===== src/rtl/pcs_pkg.sv =====
// Shared constants and types for the 64b/66b transmit PCS: MII control
// characters, 7-bit control codes, block types, sync headers and FSM/class enums.
package pcs_pkg;

  localparam logic [7:0] CH_IDLE  = 8'h07;
  localparam logic [7:0] CH_START = 8'hFB;
  localparam logic [7:0] CH_TERM  = 8'hFD;
  localparam logic [7:0] CH_ERROR = 8'hFE;

  localparam logic [6:0] C7_IDLE  = 7'h00;
  localparam logic [6:0] C7_ERROR = 7'h1E;

  localparam logic [7:0] BT_C  = 8'h1E;
  localparam logic [7:0] BT_S0 = 8'h78;
  localparam logic [7:0] BT_S4 = 8'h33;
  localparam logic [7:0] BT_T0 = 8'h87;
  localparam logic [7:0] BT_T1 = 8'h99;
  localparam logic [7:0] BT_T2 = 8'hAA;
  localparam logic [7:0] BT_T3 = 8'hB4;
  localparam logic [7:0] BT_T4 = 8'hCC;
  localparam logic [7:0] BT_T5 = 8'hD2;
  localparam logic [7:0] BT_T6 = 8'hE1;
  localparam logic [7:0] BT_T7 = 8'hFF;

  localparam logic [1:0] SYNC_DATA = 2'b01;
  localparam logic [1:0] SYNC_CTRL = 2'b10;

  localparam logic [65:0] IDLE_BLOCK  = {56'h0, BT_C, SYNC_CTRL};
  localparam logic [65:0] ERROR_BLOCK = {{8{C7_ERROR}}, BT_C, SYNC_CTRL};

  typedef enum logic [2:0] {
    TX_INIT = 3'd0,
    TX_C    = 3'd1,
    TX_D    = 3'd2,
    TX_T    = 3'd3,
    TX_E    = 3'd4
  } tx_state_t;

  typedef enum logic [2:0] {
    WC_C  = 3'd0,
    WC_S0 = 3'd1,
    WC_S4 = 3'd2,
    WC_D  = 3'd3,
    WC_T  = 3'd4,
    WC_E  = 3'd5
  } word_class_t;

  // Only idle and error are legal in a control position; anything else
  // would already have made the word an E word.
  function automatic logic is_c_char(input logic [7:0] b);
    return (b == CH_IDLE) || (b == CH_ERROR);
  endfunction

  function automatic logic [6:0] ctrl_code(input logic [7:0] b);
    return (b == CH_IDLE) ? C7_IDLE : C7_ERROR;
  endfunction

  function automatic logic [7:0] term_type(input logic [2:0] k);
    logic [7:0] t;
    case (k)
      3'd0:    t = BT_T0;
      3'd1:    t = BT_T1;
      3'd2:    t = BT_T2;
      3'd3:    t = BT_T3;
      3'd4:    t = BT_T4;
      3'd5:    t = BT_T5;
      3'd6:    t = BT_T6;
      default: t = BT_T7;
    endcase
    return t;
  endfunction

endpackage


===== src/rtl/pcs_66b_classify.sv =====
// Combinational classifier: decides which block format an 8-lane MII word
// maps to and, for terminate words, which lane carries /T/.
module pcs_66b_classify
  import pcs_pkg::*;
(
  input  logic [63:0] i_txd,
  input  logic [7:0]  i_txc,
  output word_class_t o_class,
  output logic [2:0]  o_term_lane
);

  logic [7:0] w_cc;
  logic       w_found;

  always_comb begin
    for (int i = 0; i < 8; i++) begin
      w_cc[i] = is_c_char(i_txd[8*i +: 8]);
    end
  end

  always_comb begin
    o_class     = WC_E;
    o_term_lane = 3'd0;
    w_found     = 1'b0;
    if (i_txc == 8'h00) begin
      o_class = WC_D;
    end else if ((i_txc == 8'hFF) && (&w_cc)) begin
      o_class = WC_C;
    end else if ((i_txc == 8'h01) && (i_txd[7:0] == CH_START)) begin
      o_class = WC_S0;
    end else if ((i_txc == 8'h1F) && (&w_cc[3:0]) && (i_txd[39:32] == CH_START)) begin
      o_class = WC_S4;
    end else begin
      // Lane k holds /T/, lanes above it are control, lanes below are data.
      for (int k = 0; k < 8; k++) begin
        if (!w_found && (i_txd[8*k +: 8] == CH_TERM) &&
            (i_txc == (8'hFF << k)) && (&(w_cc | ~(8'hFE << k)))) begin
          w_found     = 1'b1;
          o_class     = WC_T;
          o_term_lane = 3'(k);
        end
      end
    end
  end

endmodule


===== src/rtl/pcs_64b66b_encoder.sv =====
// 64b/66b transmit encoder: classifies each MII word, tracks the transmit
// state machine and emits one 66-bit block (unscrambled) one cycle later.
module pcs_64b66b_encoder
  import pcs_pkg::*;
(
  input  logic        clk,
  input  logic        i_rst_n,
  input  logic        i_valid,
  input  logic [63:0] i_txd,
  input  logic [7:0]  i_txc,
  output logic        o_valid,
  output logic [65:0] o_block,
  output logic [15:0] o_err_cnt,
  output tx_state_t   o_dbg_state
);

  // Handshake: valid-only stream, no backpressure. A word is consumed on every
  // clk edge with i_valid=1; o_valid pulses for exactly one cycle per word.

  word_class_t w_class;
  logic [2:0]  w_term_lane;
  tx_state_t   r_state;
  tx_state_t   w_next_state;
  logic [63:0] w_payload;
  logic [65:0] w_enc_block;
  logic [65:0] w_block;
  logic        w_err;
  logic        r_valid;
  logic [65:0] r_block;
  logic [15:0] r_err_cnt;

  pcs_66b_classify u_classify (
    .i_txd       (i_txd),
    .i_txc       (i_txc),
    .o_class     (w_class),
    .o_term_lane (w_term_lane)
  );

  always_ff @(posedge clk or negedge i_rst_n) begin
    if (!i_rst_n) begin
      r_state <= TX_INIT;
    end else if (i_valid) begin
      r_state <= w_next_state;
    end
  end

  always_comb begin
    w_next_state = TX_E;
    case (r_state)
      TX_INIT, TX_C, TX_T: begin
        if (w_class == WC_C)                            w_next_state = TX_C;
        else if ((w_class == WC_S0) || (w_class == WC_S4)) w_next_state = TX_D;
        else                                            w_next_state = TX_E;
      end
      TX_D: begin
        // A start inside a packet is illegal; a terminate right after a start is fine.
        if (w_class == WC_D)      w_next_state = TX_D;
        else if (w_class == WC_T) w_next_state = TX_T;
        else                      w_next_state = TX_E;
      end
      TX_E: begin
        case (w_class)
          WC_C:               w_next_state = TX_C;
          WC_S0, WC_S4, WC_D: w_next_state = TX_D;
          WC_T:               w_next_state = TX_T;
          default:            w_next_state = TX_E;
        endcase
      end
      default: w_next_state = TX_E;
    endcase
  end

  // Control fields always sit at P[8+7m], data lanes at P[8m] for start
  // blocks and P[8+8m] for terminate blocks; the rest is zero fill.
  always_comb begin
    w_payload = 64'h0;
    case (w_class)
      WC_C: begin
        w_payload[7:0] = BT_C;
        for (int m = 0; m < 8; m++) begin
          w_payload[8+7*m +: 7] = ctrl_code(i_txd[8*m +: 8]);
        end
      end
      WC_S0: begin
        w_payload = {i_txd[63:8], BT_S0};
      end
      WC_S4: begin
        w_payload[7:0] = BT_S4;
        for (int m = 0; m < 4; m++) begin
          w_payload[8+7*m +: 7] = ctrl_code(i_txd[8*m +: 8]);
        end
        w_payload[63:40] = i_txd[63:40];
      end
      WC_T: begin
        w_payload[7:0] = term_type(w_term_lane);
        for (int m = 0; m < 7; m++) begin
          if (3'(m) < w_term_lane) w_payload[8+8*m +: 8] = i_txd[8*m +: 8];
        end
        for (int m = 1; m < 8; m++) begin
          if (3'(m) > w_term_lane) w_payload[8+7*m +: 7] = ctrl_code(i_txd[8*m +: 8]);
        end
      end
      default: w_payload = 64'h0;
    endcase
  end

  always_comb begin
    if (w_class == WC_D) w_enc_block = {i_txd, SYNC_DATA};
    else                 w_enc_block = {w_payload, SYNC_CTRL};
  end

  always_comb begin
    w_err   = (w_next_state == TX_E);
    w_block = w_err ? ERROR_BLOCK : w_enc_block;
  end

  always_ff @(posedge clk or negedge i_rst_n) begin
    if (!i_rst_n) begin
      r_valid   <= 1'b0;
      r_block   <= IDLE_BLOCK;
      r_err_cnt <= 16'h0;
    end else begin
      r_valid <= i_valid;
      if (i_valid) begin
        r_block <= w_block;
        if (w_err && (r_err_cnt != 16'hFFFF)) begin
          r_err_cnt <= r_err_cnt + 16'd1;
        end
      end
    end
  end

  assign o_valid     = r_valid;
  assign o_block     = r_block;
  assign o_err_cnt   = r_err_cnt;
  assign o_dbg_state = r_state;

endmodule


===== config.mk =====
export PLATFORM = sky130hd
export DESIGN_NAME = pcs_64b66b_encoder
export DESIGN_NICKNAME = d
export VERILOG_FILES = /design/src/rtl/pcs_pkg.sv /design/src/rtl/pcs_66b_classify.sv /design/src/rtl/pcs_64b66b_encoder.sv
export SDC_FILE = /design/constraint.sdc
export NUM_CORES = 1
export LEC_CHECK = 0
export BUFFER_PORTS_ARGS = -buffer_cell sky130_fd_sc_hd__buf_2
export CELL_PAD_IN_SITES_DETAIL_PLACEMENT = 0
export CELL_PAD_IN_SITES_GLOBAL_PLACEMENT = 1
export CORE_UTILIZATION = 43
export DETAILED_ROUTE_END_ITERATION = 16
export PLACE_DENSITY_LB_ADDON = 0.1
export SYNTH_ARGS = -nofsm -noshare
export SYNTH_HDL_FRONTEND = slang
export SYNTH_SLANG_ARGS = --single-unit

===== constraint.sdc =====
create_clock -name clk -period 4.45 [get_ports clk]
set_input_delay 0.2225 -clock clk [delete_from_list [all_inputs] [get_ports clk]]
set_output_delay 0.2225 -clock clk [all_outputs]
set_load 0.02 [all_outputs]

==> impl_metrics.ini, run 1 <==
[timing]
relSlewSlack = 0.273
min_period_ps = 3460
final.setup.tns_ps = 0
setup_ws_ps = 991
rsz0062_at_grt = false
slew_viol_final = 0
finalHoldViolCount = 0
setup_viol = 0
timing.fmax_mhz = 289
worstMarginPinSlew_ps = 1090
fin_crit_sh = 0.777
holdWs_ps = 69.7
skew_ps = 6.74

[global_routing]
antenna_found_initial = 0
grt_max_degree = 87
gr-total-overflow = 0
grt_use_total = 0.301
grt_pass1_wl_mm = 33.5
grt_pass1_vias = 6075

[setup_path]
arrival_ps = 3720
worstSetupPathType = in2reg
startpoint_type = input port
cp-end-kind = flop
reg2reg_from = o_err_cnt[6]
startpoint = i_txd[61]
reg2regPathDepth = 9
cp_max_fo = 16
critical_path_required_ps = 4710

[logic_synthesis]
ys_types = 86
yosysSeqAreaShare = 0.360
synth-simple-area-share = 0.289
synth_top_family_by_area = simple AND/OR/NAND/NOR gates
synth_fp_nets = 778
synth_compound_area_frac = 0.272
postSynthCellCount = 697
synthMuxAreaShare = 0.00522
avgSynthCellArea_um2 = 8.60
yosysWarningCount = 0
postSynth.asyncResetShare = 1.00
synth-xor-area-share = 0.0248
synth_edf_count = 0
synth_area_mm2 = 0.00599
ys_ff_latch = 86
yosys.area_share.adder = 0.0125
synthFlopType = dfrtp_1

[cts]
htree_levels = 3
cts.sinks = 86
path_clk_slew_ps = 70
cts_tree = built
cts_buffer_depth = 2
clk_latency_ps = 340
cts.hold.buffers_added = 0
numCtsBuffers = 9
cts_resized = 0
postCtsSetupBuffers = 0
cts-root-buf = clkbuf_16

[die]
start_util = 0.447
fp.dieH_um = 120
dieArea_mm2 = 0.0144
boundaryPins = 161
fp-row-count = 42
core_region_area_mm2 = 0.0134
die_w_um = 120

[placement]
port_buffers = 160
place_ws_ps = 671
gp_congestion = 0.989
place_area_mm2 = 0.00697
dp_hpwl_mm = 16.4
place_inst = 1014

[drt]
drt_iter0_drc = 584
ant_nets = 0
firstDrtPassIters = 5
viasPerCell = 6.21
vias = 6398
wire_per_inst_um = 20.8
drc = 0
wirelength_mm = 21.4

[cells_and_area]
diodes = 0
fin_nets = 930
drive_gt1_frac = 0.274
instances_no_fill = 1030
syn2layout_area_growth_pct = 21.2
design_area_mm2 = 0.00726

[power]
irDropWorstVdd_mv = 0.148
power_density_mw_per_mm2 = 265
p_leak_uw = 0.00305

[run]
max_cap_viol_count = 0

[worst_hold_path]
hp-class = in2async

[status]
status = completed
[through the flow]
stage | power [uW] | utilization
after floorplan | 1010 | -
after global placement | 1170 | 0.520
after detailed placement | 1170 | 0.520
after CTS | 1940 | 0.542
after global routing | 2000 | 0.542
final | 1930 | 0.542
[final timing paths]
kind                       slack (ps)       endpoint
min reg2reg                       480     o_block[0]
max in group asynchronous        3670    o_block[26]
min in group clk                  160    o_block[61]
max                               990    o_block[27]
min                                70  o_err_cnt[12]
max reg2reg                      2070  o_err_cnt[14]
[report_power, final]
part / switching, uW / internal (uW) / leakage, uW
registers: 49.3 / 817 / 0.000998
clock network: 329 / 437 / 0.000140
logic: 198 / 95.3 / 0.00192
[critical path, stage by stage]
cell and delay [ps]:
buf_2 120, nor4_1 290, nand4_1 400, and2_4 290
o41a_1 480, nand2_2 320, inv_1 210, ha_1 450
a211oi_1 580, a22oi_1 140, a21oi_1 200
[synthesized netlist by cell type (6+ instances only)]
library cell	instances	share of area
xor2_1	15	0.022
and4_1	9	0.013
o2bb2ai_1	10	0.015
inv_1	12	0.0075
dfrtp_1	81	0.34
nor2_1	75	0.047
a31oi_1	8	0.0083
o21ai_0	22	0.018
nand3_1	25	0.021
a22oi_1	40	0.050
nand2_1	64	0.040
a21oi_1	52	0.043
and3_1	14	0.015
nand4_1	19	0.020
nand2b_1	11	0.011
nor4_1	13	0.014
o31ai_1	8	0.010
a211oi_1	8	0.010
ha_1	6	0.013
nor2b_1	12	0.013
nor3_1	24	0.020
clkbuf_1	23	0.014
[per-layer routing]
layer,track usage,up-vias,share of wire
li1,-,2975,-
met2,0.469,256,0.47
met5,0,-,0
met4,0.121,0,0.022
met3,0.0409,27,0.060
met1,0.418,3140,0.45
[flip-flops by register name, indices dropped and copies added (netlist names)]
name / flops
o_block: 66
o_err_cnt: 16
o_dbg_state: 3
o_valid: 1
[cell usage in the layout, fill, tap and decap left out, drive strengths merged, types with 10 or more instances in the layout]
| cell type | netlist | final |
|---|---|---|
| inv | 12 | 12 |
| nor4 | 15 | 15 |
| nor3 | 26 | 26 |
| nand2 | 68 | 68 |
| nand2b | 11 | 11 |
| a22oi | 40 | 40 |
| buf | 11 | 176 |
| nand4 | 20 | 20 |
| o2bb2ai | 10 | 10 |
| a21oi | 55 | 55 |
| dfrtp | 81 | 81 |
| xor2 | 15 | 15 |
| nor2b | 12 | 12 |
| o21ai | 25 | 25 |
| nand3 | 25 | 25 |
| and3 | 14 | 14 |
| clkbuf | 24 | 11 |
| nor2 | 75 | 75 |
[layout make-up]
class	count	area, um2
sequential	86	2160
inverter	13	50.0
fill	1265	6140
tap	176	220
timing repair buffer	176	923
clock buffer	11	233
multi-input combinational	563	3620
clock inverter	5	60.1
[cell families after synthesis]
| kind of cell | count (synthesis) |
|---|---|
| and+or+nand+nor | 318 |
| AOI/OAI and AO/OA | 219 |
| buffers and inverters | 48 |
| xor gates and xnor gates | 17 |
| DFF | 86 |
| adders and majority gates | 6 |
| muxes | 3 |
Power figures use the tool's default switching activity.
==> inputs of run 2 (changes only) <==
--- a/config.mk
+++ b/config.mk
@@ -5,10 +5,11 @@
 export SDC_FILE = /design/constraint.sdc
 export NUM_CORES = 1
 export LEC_CHECK = 0
+export ABC_AREA = 1
 export BUFFER_PORTS_ARGS = -buffer_cell sky130_fd_sc_hd__buf_2
 export CELL_PAD_IN_SITES_DETAIL_PLACEMENT = 0
 export CELL_PAD_IN_SITES_GLOBAL_PLACEMENT = 1
-export CORE_UTILIZATION = 43
+export CORE_UTILIZATION = 35
 export DETAILED_ROUTE_END_ITERATION = 16
 export PLACE_DENSITY_LB_ADDON = 0.1
 export SYNTH_ARGS = -nofsm -noshare
==> constraint.sdc (replaced) <==
create_clock -name clk -period 3.05 [get_ports clk]
set_input_delay 0.1525 -clock clk [delete_from_list [all_inputs] [get_ports clk]]
set_output_delay 0.1525 -clock clk [all_outputs]
set_load 0.02 [all_outputs]
==> run 2 against run 1 <==
Worst hold slack improved by 98 ps. Via count increased by 34%. Power is 81% higher. Flip-flop and latch count is the same. Setup slack worse by 610 ps. Critical endpoint is now o_block[65].
==> impl_metrics.ini, run 2 <==
[logic_synthesis]
synth_fp_nets = 1309
synth-simple-area-share = 0.520
yosysWarningCount = 0
synth_top_cell_by_area = dfrtp_1
synthFlopType = dfrtp_1
synth_top_family_by_area = simple AND/OR/NAND/NOR gates
ys_types = 49
synth-xor-area-share = 0.0162
synthMuxAreaShare = 0
ys_ff_latch = 86
synth_area_mm2 = 0.00758
yosysMostFrequentCell = nand2_1
synth.area.top_cells = dfrtp_1, nand2_1, nand3_1
synth_edf_count = 0
avgSynthCellArea_um2 = 6.17
synth_compound_area_frac = 0.0759
netlist.area_leader.share = 0.267
postSynthCellCount = 1228
yosys.area_share.adder = 0.00990
postSynth.asyncResetShare = 1.00
ys_top_cells_by_count = nand2_1, nand3_1, nor2_1
yosysSeqAreaShare = 0.285

[power]
irDropWorstVdd_mv = 0.224
power_density_mw_per_mm2 = 379
p_leak_uw = 0.00491

[timing]
relSlewSlack = 0.464
rsz0062_at_grt = false
fin_crit_sh = 0.876
setup_ws_ps = 378
min_period_ps = 2670
worstMarginPinSlew_ps = 802
finalHoldViolCount = 0
skew_ps = 13.9
timing.fmax_mhz = 374
slew_viol_final = 0
setup_viol = 0
final.setup.tns_ps = 0

[global_routing]
grt_max_degree = 42
gr-total-overflow = 0
grt_pass1_wl_mm = 45.8
grt_pass1_vias = 8355
antenna_found_initial = 1
grt_use_total = 0.269

[cells_and_area]
layout_commonest_cell = nand2_1
drive_gt1_frac = 0.236
final_cell_mix = nand2_1, buf_2, nand3_1
fin_nets = 1490
largest_register_ffs = 66
multi_input_area_mm2 = 0.00472
diodes = 0
n_fill_cell = 2343
syn2layout_area_growth_pct = 21.1
instances_no_fill = 1689
regArea_mm2 = 0.00216

[placement]
place_inst = 1672
gp_congestion = 0.921
place_ws_ps = -184
port_buffers = 160
dp_hpwl_mm = 23.6

[drt]
drc = 0
wl_met2_mm = 13.4
firstDrtPassIters = 6
met3_length_mm = 1.41
wl_met1_mm = 13.0
viasPerCell = 5.08
vias = 8586
drt_iter0_drc = 541
highest_layer = met5
wirelength_mm = 28.9
wire_per_inst_um = 17.1
ant_nets = 0

[die]
fp-row-count = 53
dieArea_mm2 = 0.0222
die_w_um = 149
boundaryPins = 161
fp.dieH_um = 149
start_util = 0.358
core_region_area_mm2 = 0.0212

[worst_hold_path]
hp-class = in2reg
min_path_cells = 3
min_to = o_block[31]
min-delay-start = i_txd[29]

[cts]
path_clk_slew_ps = 70
htree_levels = 3
numCtsBuffers = 9
clk_latency_ps = 350
cts_buffer_depth = 2
cts.sinks = 86
cts_tree = built
cts-root-buf = clkbuf_16
postCtsSetupBuffers = 0

[status]
status = completed

[setup_path]
crit_chain = buf_2 > inv_1 > nor2_1 > nand4_1 > nand2_4 > buf_4 > nand2_2 > inv_2 > nand4_2 > nand3_1 > buf_4 > ha_1 > nand2_1 > o311ai_1 > buf_4 > nand3_1 > nand2_1
slowest_stage = o311ai_1
critical_path_required_ps = 3320
cp-end-kind = flop
startpoint_type = input port
reg2regPathDepth = 9
critical-path-max-stage-delay_ps = 420
cp_max_fo = 8
critPathTopFamily = simple AND/OR/NAND/NOR gates
r2r_end = o_err_cnt[6]
worstSetupPathType = in2reg
path_buf_inv = 6
reg2reg_from = o_err_cnt[0]
r2r_setup_slack_ps = 1150
arrival_ps = 2940
crit_path_frequent_cell = buf_4

[run]
max_cap_viol_count = 0
[run 2: cell count changes in the layout (fill, tap and decap cells not counted), sizes merged, moves of 11 or more]
cell    previous run  this run
a22oi             40         3
and3              14         0
buf              176       206
inv               12       131
nand2             68       454
nand2b            11         0
nand3             25       155
nor2              75       164
nor2b             12         0
o21ai             25        39
[run 2: worst min-delay path, delay by kind of cell]
family	cells	cell delay, ps
AO/OA/AOI/OAI	2	210
buffers and inverters	1	110
[run 2: timing repair]
| item | in CTS | in global routing |
|---|---|---|
| gates resized for setup | 0 | 1 |
| endpoints found under the setup margin | 0 | 1 |
| hold buffers | 1 | 0 |
| hold endpoints to repair | 32 | 0 |
[run 2: cells by family after synthesis]
family | Yosys count
simple gates | 853
buf+inv | 168
flops | 86
compound gates | 101
fa+ha+maj | 6
xor+xnor | 14
[run 2: power breakdown]
group / switching [uW] / total (uW) / internal [uW]
Clock: 484 / 1040 / 557
Combinational: 710 / 1050 / 340
Sequential: 107 / 1390 / 1280
[run 2: metrics by stage]
step / hold WS (ps) / instance area, um2 / utilization / total power, uW
2_1_floorplan: -143 / 7580 / - / 2050
3_3_place_gp: 160 / 8900 / 0.421 / 2460
3_5_place_dp: 167 / 8900 / 0.421 / 2470
4_1_cts: 151 / 9180 / 0.434 / 3520
5_1_grt: 166 / 9180 / 0.434 / 3690
6_report: 168 / 9180 / 0.434 / 3480
[run 2: worst max-delay path by stage]
stage / endpoint / depth (start not counted) / from
finish: o_block[65] / 17 / i_txd[58]
global placement: o_block[65] / 16 / i_txc[0]
detailed placement: o_block[65] / 16 / i_txc[0]
floorplan: o_block[27] / 19 / i_txc[3]
global route: o_block[49] / 19 / i_txc[0]
CTS: o_block[65] / 16 / i_txc[0]
[run 2: layout make-up]
cell class / count / area share
multi-input cells: 974 / 0.514
clock inverters: 6 / 0.00491
repair buffers: 207 / 0.130
inverters: 131 / 0.0538
clock buffers: 10 / 0.0249
flip-flops and latches: 86 / 0.235
well taps: 275 / 0.0375
[run 2: metal layers]
layer / vias up / global-route usage
met1: 3956 / 0.355
met3: 54 / 0.0343
met4: 2 / 0.112
li1: 4317 / -
met2: 257 / 0.442
met5: - / 0
==> inputs of run 3 (changes only) <==
--- a/config.mk
+++ b/config.mk
@@ -12,6 +12,7 @@
 export CORE_UTILIZATION = 35
 export DETAILED_ROUTE_END_ITERATION = 16
 export PLACE_DENSITY_LB_ADDON = 0.1
+export REMOVE_ABC_BUFFERS = 1
 export SYNTH_ARGS = -nofsm -noshare
 export SYNTH_HDL_FRONTEND = slang
 export SYNTH_SLANG_ARGS = --single-unit
==> run 3 against run 2 <==
Die area is the same. Cell count shrank 1.1%. Register-to-register slack lost 90 ps. Sequential power is essentially flat. Setup slack gained 56 ps. Non-clock buffer count shrank 19. Clock power grew 18%. Power grew 5.6%. Critical endpoint is now o_block[3]. Largest power group unchanged. Highest routed layer is now met4.
==> impl_metrics.ini, run 3 (same netlist as run 2, synthesis figures left out) <==
[status]
status = completed

[cells_and_area]
final_cell_mix = nand2_1, buf_2, nand3_1
fin_nets = 1471
design_area_mm2 = 0.00910
layout_commonest_cell = nand2_1
syn2layout_area_growth_pct = 20.0
fin_util = 0.430
largest_register_ffs = 66
diodes = 0
drive_gt1_frac = 0.226

[timing]
worstMarginPinSlew_ps = 805
relSlewSlack = 0.462
slew_viol_final = 0
timing.fmax_mhz = 382
rsz0062_at_grt = false
fin_crit_sh = 0.858
final.setup.tns_ps = 0
setup_viol = 0
min_period_ps = 2620
skew_ps = 6.93
finalHoldViolCount = 0

[placement]
dp_hpwl_mm = 21.5
place_area_mm2 = 0.00877
gp_congestion = 0.923
port_buffers = 160

[die]
die_w_um = 149
fp-row-count = 53
boundaryPins = 161
fp.dieH_um = 149
dieArea_mm2 = 0.0222
start_util = 0.358
core_region_area_mm2 = 0.0212

[cts]
cts_tree = built
cts.sinks = 86
htree_levels = 3
cts_buffer_depth = 2
numCtsBuffers = 9
path_clk_slew_ps = 70
clk_latency_ps = 360
cts-root-buf = clkbuf_16
cts_resized = 0

[setup_path]
cp-end-kind = flop
startpoint_type = input port
critical-path-max-stage-delay_ps = 350
r2r_setup_slack_ps = 1060
cp_max_fo = 6
reg2regPathDepth = 9
startpoint = i_txc[3]
arrival_ps = 2920
worstSetupPathType = in2reg
crit_path_frequent_cell = nand2_1
crit_chain = buf_2 > nor2_1 > nand2_1 > nor4_1 > nand2_1 > nand2_1 > inv_1 > nand3_1 > inv_1 > ha_1 > buf_4 > nand2_1 > o21ai_0 > inv_1 > nand3_1 > nand3_1 > nand2_1 > nand3_1 > nor2_1 > nor2_1
critical_path_required_ps = 3350
reg2reg_from = o_err_cnt[0]
r2r_end = o_err_cnt[15]
slowest_stage = nor4_1

[worst_hold_path]
hp-class = in2reg
min-delay-start = i_txd[29]
min_to = o_block[31]
min_path_cells = 3

[drt]
met3_length_mm = 1.28
firstDrtPassIters = 8
wl_met1_mm = 13.2
vias = 8402
highest_layer = met4
wirelength_mm = 27.7
drt_iter0_drc = 538
wire_per_inst_um = 16.6
wl_met2_mm = 12.6
drc = 0
ant_nets = 0
viasPerCell = 5.03

[global_routing]
antenna_found_initial = 0
grt_max_degree = 87
grt_use_total = 0.257
grt_pass1_vias = 8112
grt_pass1_wl_mm = 44.2
gr-total-overflow = 0

[run]
max_cap_viol_count = 0

[power]
p_leak_uw = 0.00485
irDropWorstVdd_mv = 0.285
power_density_mw_per_mm2 = 403
## run 3: cell count changes in the layout (fill, tap and decap cells not counted), sizes merged
| cell | delta |
|---|---|
| bufinv | +1 |
| clkinvlp | -1 |
| buf | -19 |
| clkinv | -1 |
| clkbuf | +1 |
## run 3: worst max-delay path: cells and delay by family
family | cells | cell delay (ps)
simple gates | 13 | 1850
buf+inv | 5 | 540
fa+ha+maj | 1 | 250
compound gates | 1 | 120
## run 3: how the worst max path moves through the flow
stage / slack [ps] / cells past startpoint / end
global placement: 130 / 19 / o_block[3]
floorplan: 90 / 10 / o_block[25]
CTS: 470 / 16 / o_block[5]
detailed placement: 100 / 18 / o_block[3]
global route: 60 / 18 / o_block[3]
finish: 430 / 20 / o_block[3]
## run 3: report_power, final
part           switching (uW)  internal [uW]  leakage (uW)
Sequential                104           1280       0.00109
Combinational             716            342       0.00361
Clock                     539            690      0.000150
Total                    1360           2310       0.00485
## run 3: cell type report
cell class              instances  area, um2
fillers                      2371      12100
multi-input cells             974       4720
flip-flops and latches         86       2160
repair buffers                188       1070
inverters                     131        494
well taps                     275        344
clock buffers                  11        253
clock inverters                 5       65.1
## run 3: routing by layer
metal	track usage	vias up
met2	0.417	211
met3	0.0401	33
met1	0.351	3881
met4	0.0735	0
met5	0	-
li1	-	4277
## run 3: repair_timing
| action | 4_1_cts | 5_1_grt |
|---|---|---|
| setup endpoints to repair | 0 | 0 |
| hold buffers | 1 | 0 |
| setup buffers | 0 | 0 |
| endpoints found under the hold margin | 81 | 0 |
## run 3: stage by stage
step / setup WS [ps] / total power [uW] / hold slack [ps] / std cells
2_1_floorplan: 94.2 / 1990 / -143 / 1191
3_3_place_gp: 128 / 2460 / 231 / 1653
3_5_place_dp: 98.7 / 2470 / 235 / 1653
4_1_cts: 470 / 3700 / 122 / 1670
5_1_grt: 63.4 / 3880 / 157 / 1670
6_report: 434 / 3670 / 126 / 1670
